File: src/rtl/cla_pipe_addsub.sv
// rtl/cla_pipe_addsub.sv - pipelined carry-lookahead adder/subtractor with valid/ready handshakes
// Optional feature: define CLA_PIPE_SAT_EN to saturate sum to the signed extreme on overflow.
module cla_pipe_addsub #(
  parameter int WIDTH  = 32,
  parameter int STAGES = 2,
  parameter int GROUP  = 4
) (
  input  logic             clk,
  input  logic             rst,
  input  logic             in_valid,
  output logic             in_ready,
  input  logic [WIDTH-1:0] a,
  input  logic [WIDTH-1:0] b,
  input  logic             cin,
  input  logic             sub,
  output logic             out_valid,
  input  logic             out_ready,
  output logic [WIDTH-1:0] sum,
  output logic             cout,
  output logic             ovf
);

  localparam int SEG = WIDTH / STAGES;
  localparam int NG  = SEG / GROUP;

`ifdef CLA_PIPE_SAT_EN
  localparam bit SAT_EN = 1'b1;
`else
  localparam bit SAT_EN = 1'b0;
`endif

  localparam logic [WIDTH-1:0] SAT_POS = {1'b0, {(WIDTH-1){1'b1}}};
  localparam logic [WIDTH-1:0] SAT_NEG = {1'b1, {(WIDTH-1){1'b0}}};

  // Per-stage registers: ra/rb carry the not-yet-added upper operand bits (skew),
  // rs accumulates the finished lower sum segments (deskew), rc is the segment carry.
  logic [WIDTH-1:0] ra [STAGES];
  logic [WIDTH-1:0] rb [STAGES];
  logic [WIDTH-1:0] rs [STAGES];
  logic             rc [STAGES];
  logic             rv [STAGES];
  logic             ovf_q;

  logic [WIDTH-1:0] na [STAGES];
  logic [WIDTH-1:0] nb [STAGES];
  logic [WIDTH-1:0] ns [STAGES];
  logic             nc [STAGES];
  logic             nv [STAGES];
  logic             novf;

  logic advance;

  assign advance   = !out_valid || out_ready;
  assign in_ready  = advance && !rst;
  assign out_valid = rv[STAGES-1];
  assign sum       = rs[STAGES-1];
  assign cout      = rc[STAGES-1];
  assign ovf       = ovf_q;

  // Returns {carry out, carry into segment MSB, segment sum}.
  function automatic logic [SEG+1:0] cla_seg(input logic [SEG-1:0] x,
                                             input logic [SEG-1:0] y,
                                             input logic           ci);
    logic [SEG-1:0] g, p, c;
    logic [NG-1:0]  gg, gp;
    logic [NG:0]    gc;
    logic           t;
    g  = x & y;
    p  = x ^ y;
    c  = '0;
    gg = '0;
    gp = '0;
    gc = '0;
    for (int k = 0; k < NG; k++) begin
      gg[k] = 1'b0;
      gp[k] = 1'b1;
      for (int i = 0; i < GROUP; i++) begin
        gg[k] = g[k*GROUP+i] | (p[k*GROUP+i] & gg[k]);
        gp[k] = gp[k] & p[k*GROUP+i];
      end
    end
    // Each group carry is a flat sum of products over G/P terms, independent of other group carries.
    for (int k = 0; k <= NG; k++) begin
      gc[k] = ci;
      for (int j = 0; j < k; j++) gc[k] = gc[k] & gp[j];
      for (int j = 0; j < k; j++) begin
        t = gg[j];
        for (int m = j + 1; m < k; m++) t = t & gp[m];
        gc[k] = gc[k] | t;
      end
    end
    for (int k = 0; k < NG; k++) begin
      c[k*GROUP] = gc[k];
      for (int i = 0; i < GROUP - 1; i++)
        c[k*GROUP+i+1] = g[k*GROUP+i] | (p[k*GROUP+i] & c[k*GROUP+i]);
    end
    return {gc[NG], c[SEG-1], p ^ c};
  endfunction

  always_comb begin
    logic [WIDTH-1:0] pa, pb, ps;
    logic             pc, pv;
    logic [SEG+1:0]   res;
    pa   = a;
    pb   = sub ? ~b : b;
    pc   = sub | cin;
    pv   = in_valid;
    ps   = '0;
    res  = '0;
    novf = 1'b0;
    for (int s = 0; s < STAGES; s++) begin
      res = cla_seg(pa[s*SEG +: SEG], pb[s*SEG +: SEG], pc);
      ns[s] = ps;
      ns[s][s*SEG +: SEG] = res[SEG-1:0];
      na[s] = pa;
      nb[s] = pb;
      nc[s] = res[SEG+1];
      nv[s] = pv;
      if (s == STAGES - 1) begin
        novf = res[SEG] ^ res[SEG+1];
        // On overflow both operands share a sign, so A's MSB gives the true result sign.
        if (SAT_EN && novf) ns[s] = pa[WIDTH-1] ? SAT_NEG : SAT_POS;
      end
      pa = ra[s];
      pb = rb[s];
      pc = rc[s];
      ps = rs[s];
      pv = rv[s];
    end
  end

  always_ff @(posedge clk or posedge rst) begin
    if (rst) begin
      for (int s = 0; s < STAGES; s++) begin
        ra[s] <= '0;
        rb[s] <= '0;
        rs[s] <= '0;
        rc[s] <= 1'b0;
        rv[s] <= 1'b0;
      end
      ovf_q <= 1'b0;
    end else if (advance) begin
      for (int s = 0; s < STAGES; s++) begin
        ra[s] <= na[s];
        rb[s] <= nb[s];
        rs[s] <= ns[s];
        rc[s] <= nc[s];
        rv[s] <= nv[s];
      end
      ovf_q <= novf;
    end
  end

endmodule

File: config.mk
export PLATFORM = sky130hd
export DESIGN_NAME = cla_pipe_addsub
export DESIGN_NICKNAME = d
export VERILOG_FILES = /design/src/rtl/cla_pipe_addsub.sv
export SDC_FILE = /design/constraint.sdc
export NUM_CORES = 1
export LEC_CHECK = 0
export CAP_MARGIN = 20
export CORE_MARGIN = 2
export CORE_UTILIZATION = 55
export DETAILED_ROUTE_END_ITERATION = 10
export PLACE_DENSITY = 0.86
export SYNTH_ARGS = -nofsm -noshare
export SYNTH_HDL_FRONTEND = slang
export SYNTH_SLANG_ARGS = --single-unit
File: constraint.sdc
create_clock -name clk -period 10.8 [get_ports clk]
set_clock_uncertainty 0.1 [all_clocks]
set_input_delay 1.62 -clock clk [delete_from_list [all_inputs] [get_ports clk]]
set_output_delay 1.62 -clock clk [all_outputs]
set_load 0.05 [all_outputs]
==> summary.md, run 1 <==
| Metric | Value |
|---|---|
| Status | `finished clean` |
| Cts hold-fix bufs | `0` |
| Starting Density | `55.72%` |
| Syn nets | `629` |
| Commonest non-fill, non-tap cell in the layout | `nand2_1` |
| Port Buffers | `105` |
| Critical path peak fanout | `33` |
| NumNets Final | `727` |
| Largest net degree at the start of global routing | `87` |
| Slew headroom | `39.02%` |
| Pwr per Cell Area | `210.0 mW/mm^2` |
| Tightest Pin Transition | `914.7 ps` |
| Fin crit share | `45.57%` |
| Final wirelength | `9.918 mm` |
| Tot GR Track Use | `21.60%` |
| Switching part of the total power | `41.91%` |
| CP Launch Type | `input pin` |
| Rows | `34` |
| First-pass GRT wire length | `16.62 mm` |
| Core Area | `0.008593 sq mm` |
| Final count of pins violating max slew | `0` |
| Die W | `97.31 microns` |
| Die ar. | `0.009468 sq mm` |
| Peak VDD IR | `0.08948 mV` |
| WL per Instance | `13.89 microns` |
| # H-tree levels | `3` |
| RSZ-0062 raised after global routing | `false` |
| Post-CTS setup buffer count | `0` |
| Residual DRC | `0` |
| Yosys reg bits | `85` |
| CP endpoint kind | `flop` |
| Final setup margin | `5878 ps` |
| Die Ht | `97.31 microns` |
| Longest Clk Path Bufs | `2` |
| F_max | `0.2032 GHz` |
| Worst EP required | `10,900 ps` |
| Unique masters post-synth | `37` |
| Initial antenna violation count | `0` |
| Post-Synthesis Cells | `503` |
| Switching power total | `0.5412 mW` |
| CTS tree | `done` |
| Vias | `3,683` |
| Max Cap Violations | `0` |
| DR vias/cell | `5.158` |
| CTS Buf Count | `9` |
| 1st-iter DRT viols | `87` |
| Clock transition at path regs | `80 ps` |
| Clk_lat worst skew | `360 ps` |
| Synth warn | `0` |
| P&R area growth vs syn | `28.40%` |
| Pleak | `2.932 nW` |
| Mapped Avg Cell Area | `9.520 sq um` |
| Synthesized cell area | `0.004788 sq mm` |
| Final RePlAce weighted congestion | `0.9047` |
| Setup Viol. Count Final | `0` |
| Sequential share of the synthesized area | `44.42%` |
| CP Class | `in2reg` |
| Worst hold-check path type | `reg2reg` |
| Vias in the first global route | `3,663` |
| Minimum clock period | `4922 ps` |
| # diodes | `0` |
| Clk pwr share | `18.0%` |
| Final ANT Viol Nets | `0` |
| Internal | `0.7501 mW` |
| Comb pwr share | `45.6%` |
| Drt pass-1 iters | `4` |
| Seq pwr share | `36.4%` |
| I/O pin total | `106` |
| Detailed placer's ending HPWL | `7.277 mm` |
| Setup TNS | `0 ps` |
| Commonest cells after routing, fill and taps aside | `nand2_1 (157), clkdlybuf4s50_1 (104), dfrtp_1 (85), ha_1 (32), inv_1 (29)` |
| Post-CTS sizing | `0` |
| Endpoints failing hold | `0` |
| Overflow after GRT | `0` |
| CTS root buf | `clkbuf_8` |
| Pre-CTS WS | `5536 ps` |
| Arrival @ worst endpoint | `5030 ps` |
| Clock Sinks | `85` |
| Share of layout cells above drive strength 1 | `5.116%` |
## cell usage after synthesis
master	n	area [sq um]
nand2_1	157	589.3
dfrtp_1	85	2127
ha_1	32	400.4
inv_1	30	112.6
o21ai_0	26	130.1
nor2_1	25	93.84
a21oi_1	24	120.1
fa_1	24	480.5
xor2_1	21	183.9
xnor2_1	19	166.4
clkbuf_1	11	41.29
buf_2	8	40.04
a211oi_2	3	37.54
a21o_1	3	22.52
and3_1	3	18.77
and4_1	3	26.28
buf_1	3	11.26
nand3_1	3	15.01
nand4_1	3	18.77
a211oi_1	2	15.01
nand2b_1	2	12.51
a211o_1	1	8.760
a21boi_0	1	7.510
a21o_2	1	8.760
a21oi_2	1	8.760
a221oi_1	1	8.760
a22oi_1	1	7.510
a31oi_1	1	6.260
and4_2	1	10.01
nor2b_1	1	6.260
nor4b_1	1	8.760
o211ai_1	1	7.510
o21a_1	1	7.510
o21ai_1	1	5.000
o21bai_1	1	7.510
or2_4	1	8.760
or4_1	1	7.510
## worst paths after layout
path / from / end / slack (ps) / cells past startpoint
worst max-delay path: sub / ns[15]$_DFFE_PP0N_ / 5880 / 12
worst min-delay path: nv[0]$_DFFE_PP0N_ / out_valid$_DFFE_PP0N_ / 370 / 1
worst max register to register: na[23]$_DFFE_PP0N_ / ovf$_DFFE_PP0N_ / 6920 / 11
worst min register to register: nv[0]$_DFFE_PP0N_ / out_valid$_DFFE_PP0N_ / 370 / 1
max in group asynchronous: rst / ns[10]$_DFFE_PP0N_ / 8460 / 4
min in group asynchronous: rst / ns[0]$_DFFE_PP0N_ / 1530 / 3
## stage by stage
| stage | std cells | power (mW) | util (%) | instance area (sq um) | hold slack (ps) |
|---|---|---|---|---|---|
| 6_report | 714 | 1.291 | 71.55 | 6148 | 365.4 |
| 5_1_grt | 714 | 1.368 | 71.55 | 6148 | 397.0 |
| 4_1_cts | 713 | 1.301 | 71.23 | 6121 | 370.8 |
| 3_5_place_dp | 697 | 1.067 | 68.78 | 5911 | 348.4 |
| 3_3_place_gp | 697 | 1.044 | 68.78 | 5911 | 341.7 |
| 2_1_floorplan | 503 | 0.8642 | - | 4788 | 330.0 |
## sequential cells by signal, indices dropped and copies added (netlist names)
signal and flops:
cout 1, ns 16, out_valid 1, sum 32, nb 16, na 16, ovf 1, nv 1
rc 1
## metal layers
layer / global-route usage, % / share of wire [%] / vias to the layer above
met5: 0 / 0 / -
met4: 7.479 / 1.7 / 0
met3: 3.525 / 4.8 / 14
met2: 36.97 / 50 / 99
met1: 28.16 / 44 / 1765
li1: - / - / 1805
## critical path, cell delays in order
cell      delay [ps]
buf_2            680
xor2_1           150
ha_1             400
nand2_1           80
o21ai_0          260
a221oi_1         140
o21a_1           160
fa_1             420
fa_1             440
fa_1             410
xor2_1           150
a21oi_1           80
## final cells by class
| cell class | instances | area (sq um) |
|---|---|---|
| tap | 108 | 135.1 |
| clock buffer | 11 | 151.4 |
| multi-input combinational | 366 | 2466 |
| timing repair buffer | 109 | 1096 |
| sequential | 85 | 2127 |
| inverter | 30 | 113.9 |
| fill | 640 | 2445 |
| clock inverter | 5 | 58.81 |
## power groups by stage
stage | sequential [mW] | clock (mW) | combinational (mW)
after floorplan | 0.655 | 0 | 0.209
after global placement | 0.472 | 0 | 0.572
after detailed placement | 0.477 | 0 | 0.591
after CTS | 0.471 | 0.237 | 0.593
after global routing | 0.482 | 0.251 | 0.636
final | 0.470 | 0.233 | 0.589
## cell families after synthesis
logic type                 after synthesis  synth area share [%]
DFF                                     85                 44.42
and+or+nand+nor                        201                 17.04
xor gates and xnor gates                40                 7.317
AOI/OAI and AO/OA                       69                 8.545
adders and majority gates               56                 18.40
buffers and inverters                   52                 4.285
Power figures use the tool's default switching activity.
==> inputs of run 2 (changes only) <==
Settings changed: CORE_UTILIZATION 55 to 51, PLACE_DENSITY 0.86 to 0.81.
Clock period 10.8 ns to 5 ns, I/O delays scaled along.
==> run 2 against run 1 <==
  * Sequential power grew 120%
  * Critical endpoint is now ovf$_DFFE_PP0N_
  * Critical path depth is 1 lower
  * Final area fell by 0.41%
==> summary.md, run 2 (synthesis results as in run 1) <==
| Metric | Value |
|---|---|
| Status | `finished clean` |
| First-pass GRT wire length | `16.63 mm` |
| Commonest non-fill, non-tap cell in the layout | `nand2_1` |
| Final RePlAce weighted congestion | `0.8442` |
| Final ANT Viol Nets | `0` |
| Port Buffers | `105` |
| Fin crit share | `77.37%` |
| Tightest Pin Transition | `886.6 ps` |
| Detailed placer's ending HPWL | `7.434 mm` |
| Clock transition at path regs | `90 ps` |
| Pwr per Cell Area | `453.3 mW/mm^2` |
| CP endpoint kind | `flop` |
| CP Class | `reg2reg` |
| Initial antenna violation count | `0` |
| Longest Clk Path Bufs | `2` |
| Clk_lat worst skew | `350 ps` |
| Post-CTS setup buffer count | `0` |
| Post-CTS sizing | `0` |
| Buffers & Inverters on Critical Path | `0` |
| Max Cap Violations | `0` |
| Tot GR Track Use | `20.60%` |
| Crit path largest cell delay | `550 ps` |
| I/O pin total | `106` |
| Residual DRC | `0` |
| NumNets Final | `727` |
| Setup Viol. Count Final | `0` |
| Post-route cell area | `0.006123 sq mm` |
| Peak VDD IR | `0.2537 mV` |
| DR vias/cell | `5.159` |
| Register area | `0.002127 sq mm` |
| F_max | `0.2585 GHz` |
| P&R area growth vs syn | `27.88%` |
| Endpoints failing hold | `0` |
| Setup TNS | `0 ps` |
| Rows | `35` |
| Slew headroom | `40.89%` |
| CP Launch Type | `flop` |
| Final count of pins violating max slew | `0` |
| Post-DP Area | `0.005922 sq mm` |
| Worst EP required | `5110 ps` |
| Fillers | `750` |
| Vias | `3,699` |
| 1st-iter DRT viols | `152` |
| CTS tree | `done` |
| Overflow after GRT | `0` |
| # diodes | `0` |
| Max reg flops | `32` |
| Minimum clock period | `3868 ps` |
| Commonest cells after routing, fill and taps aside | `nand2_1 (157), clkdlybuf4s50_1 (104), dfrtp_1 (85), ha_1 (32), inv_1 (29)` |
| Util after Layout | `66.90%` |
| Final wirelength | `9.714 mm` |
| Largest net degree at the start of global routing | `86` |
| Vias in the first global route | `3,725` |
| Drt pass-1 iters | `4` |
| Share of layout cells above drive strength 1 | `4.950%` |
| CTS Buf Count | `9` |
| Most frequent cell on the critical path | `fa_1` |
| Die W | `100.9 microns` |
| RSZ-0062 raised after global routing | `false` |
| Worst hold-check path type | `reg2reg` |
| Starting Density | `52.32%` |
| Cts hold-fix bufs | `0` |
| Pleak | `2.923 nW` |
| CTS root buf | `clkbuf_8` |
| Critical path, cell by cell | `ha_1 > and3_1 > o21ai_0 > a21oi_1 > or2_4 > fa_1 > fa_1 > fa_1 > or4_1 > o211ai_1 > a211oi_2` |
| Core Area | `0.009153 sq mm` |
| Clock Sinks | `85` |
| Arrival @ worst endpoint | `3980 ps` |
| Area of the multi-input gates | `0.002466 sq mm` |
| Die Ht | `100.9 microns` |
| Slowest cell on crit path | `or4_1` |
| # H-tree levels | `3` |
| CP top delay family | `adder cells` |
| WL per Instance | `13.55 microns` |
| Die ar. | `0.01018 sq mm` |
| Critical path peak fanout | `5` |
## run 2: cell count changes in the layout (fill, tap and decap cells not counted)
cell and change:
buf_16 -1, buf_4 +1, clkbuf_1 +1, clkbuf_8 -1, clkinv_4 +1, clkinvlp_4 -1
## run 2: path summary, 6_finish.rpt
kind,from,end,slack [ps],cells after the start
setup / recovery,na[18]$_DFFE_PP0N_,ovf$_DFFE_PP0N_,1130,11
hold / removal,sum[24]$_DFFE_PP0N_,sum[24]$_DFFE_PP0N_,370,2
setup reg to reg,na[18]$_DFFE_PP0N_,ovf$_DFFE_PP0N_,1130,11
hold reg to reg,sum[24]$_DFFE_PP0N_,sum[24]$_DFFE_PP0N_,370,2
max in group asynchronous,rst,sum[28]$_DFFE_PP0N_,3070,3
min in group asynchronous,rst,sum[0]$_DFFE_PP0N_,800,2
## run 2: cell type report
cell class / instances / share of cell area (%)
multi-input combinational: 366 / 40.27
clock buffer: 11 / 2.309
sequential: 85 / 34.74
inverter: 30 / 1.859
timing repair buffer: 109 / 17.57
tap: 111 / 2.268
clock inverter: 5 / 0.9808
## run 2: per-stage QoR
step | setup slack [ps] | power [mW] | instances | hold WS [ps]
global route | 989.4 | 2.964 | 717 | 387.9
detailed placement | 948.7 | 2.313 | 701 | 355.2
CTS | 1131 | 2.805 | 717 | 374.6
floorplan | 1243 | 1.867 | 503 | 330.0
finish | 1132 | 2.776 | 717 | 370.2
global placement | 1018 | 2.271 | 701 | 348.0
## run 2: tightest hold or removal path, delay by kind of cell, from the launching register on
| family | cells | cell delay, ps |
|---|---|---|
| flip-flops | 1 | 350 |
| AND/OR/NAND/NOR | 2 | 100 |
## run 2: report_power, final
| part | total, mW | leakage (nW) | internal (mW) | switching (mW) |
|---|---|---|---|---|
| Combinational | 1.27 | 1.82 | 0.477 | 0.794 |
| Sequential | 1.02 | 1.00 | 0.886 | 0.131 |
| Clock | 0.488 | 0.0995 | 0.246 | 0.242 |
| Total | 2.78 | 2.92 | 1.61 | 1.17 |
## run 2: per-layer routing
layer | GRT usage (%) | wire length [microns]
met4 | 6.757 | 146
met5 | 0 | 0
met2 | 35.95 | 4887
met1 | 26.52 | 4288
met3 | 2.913 | 391
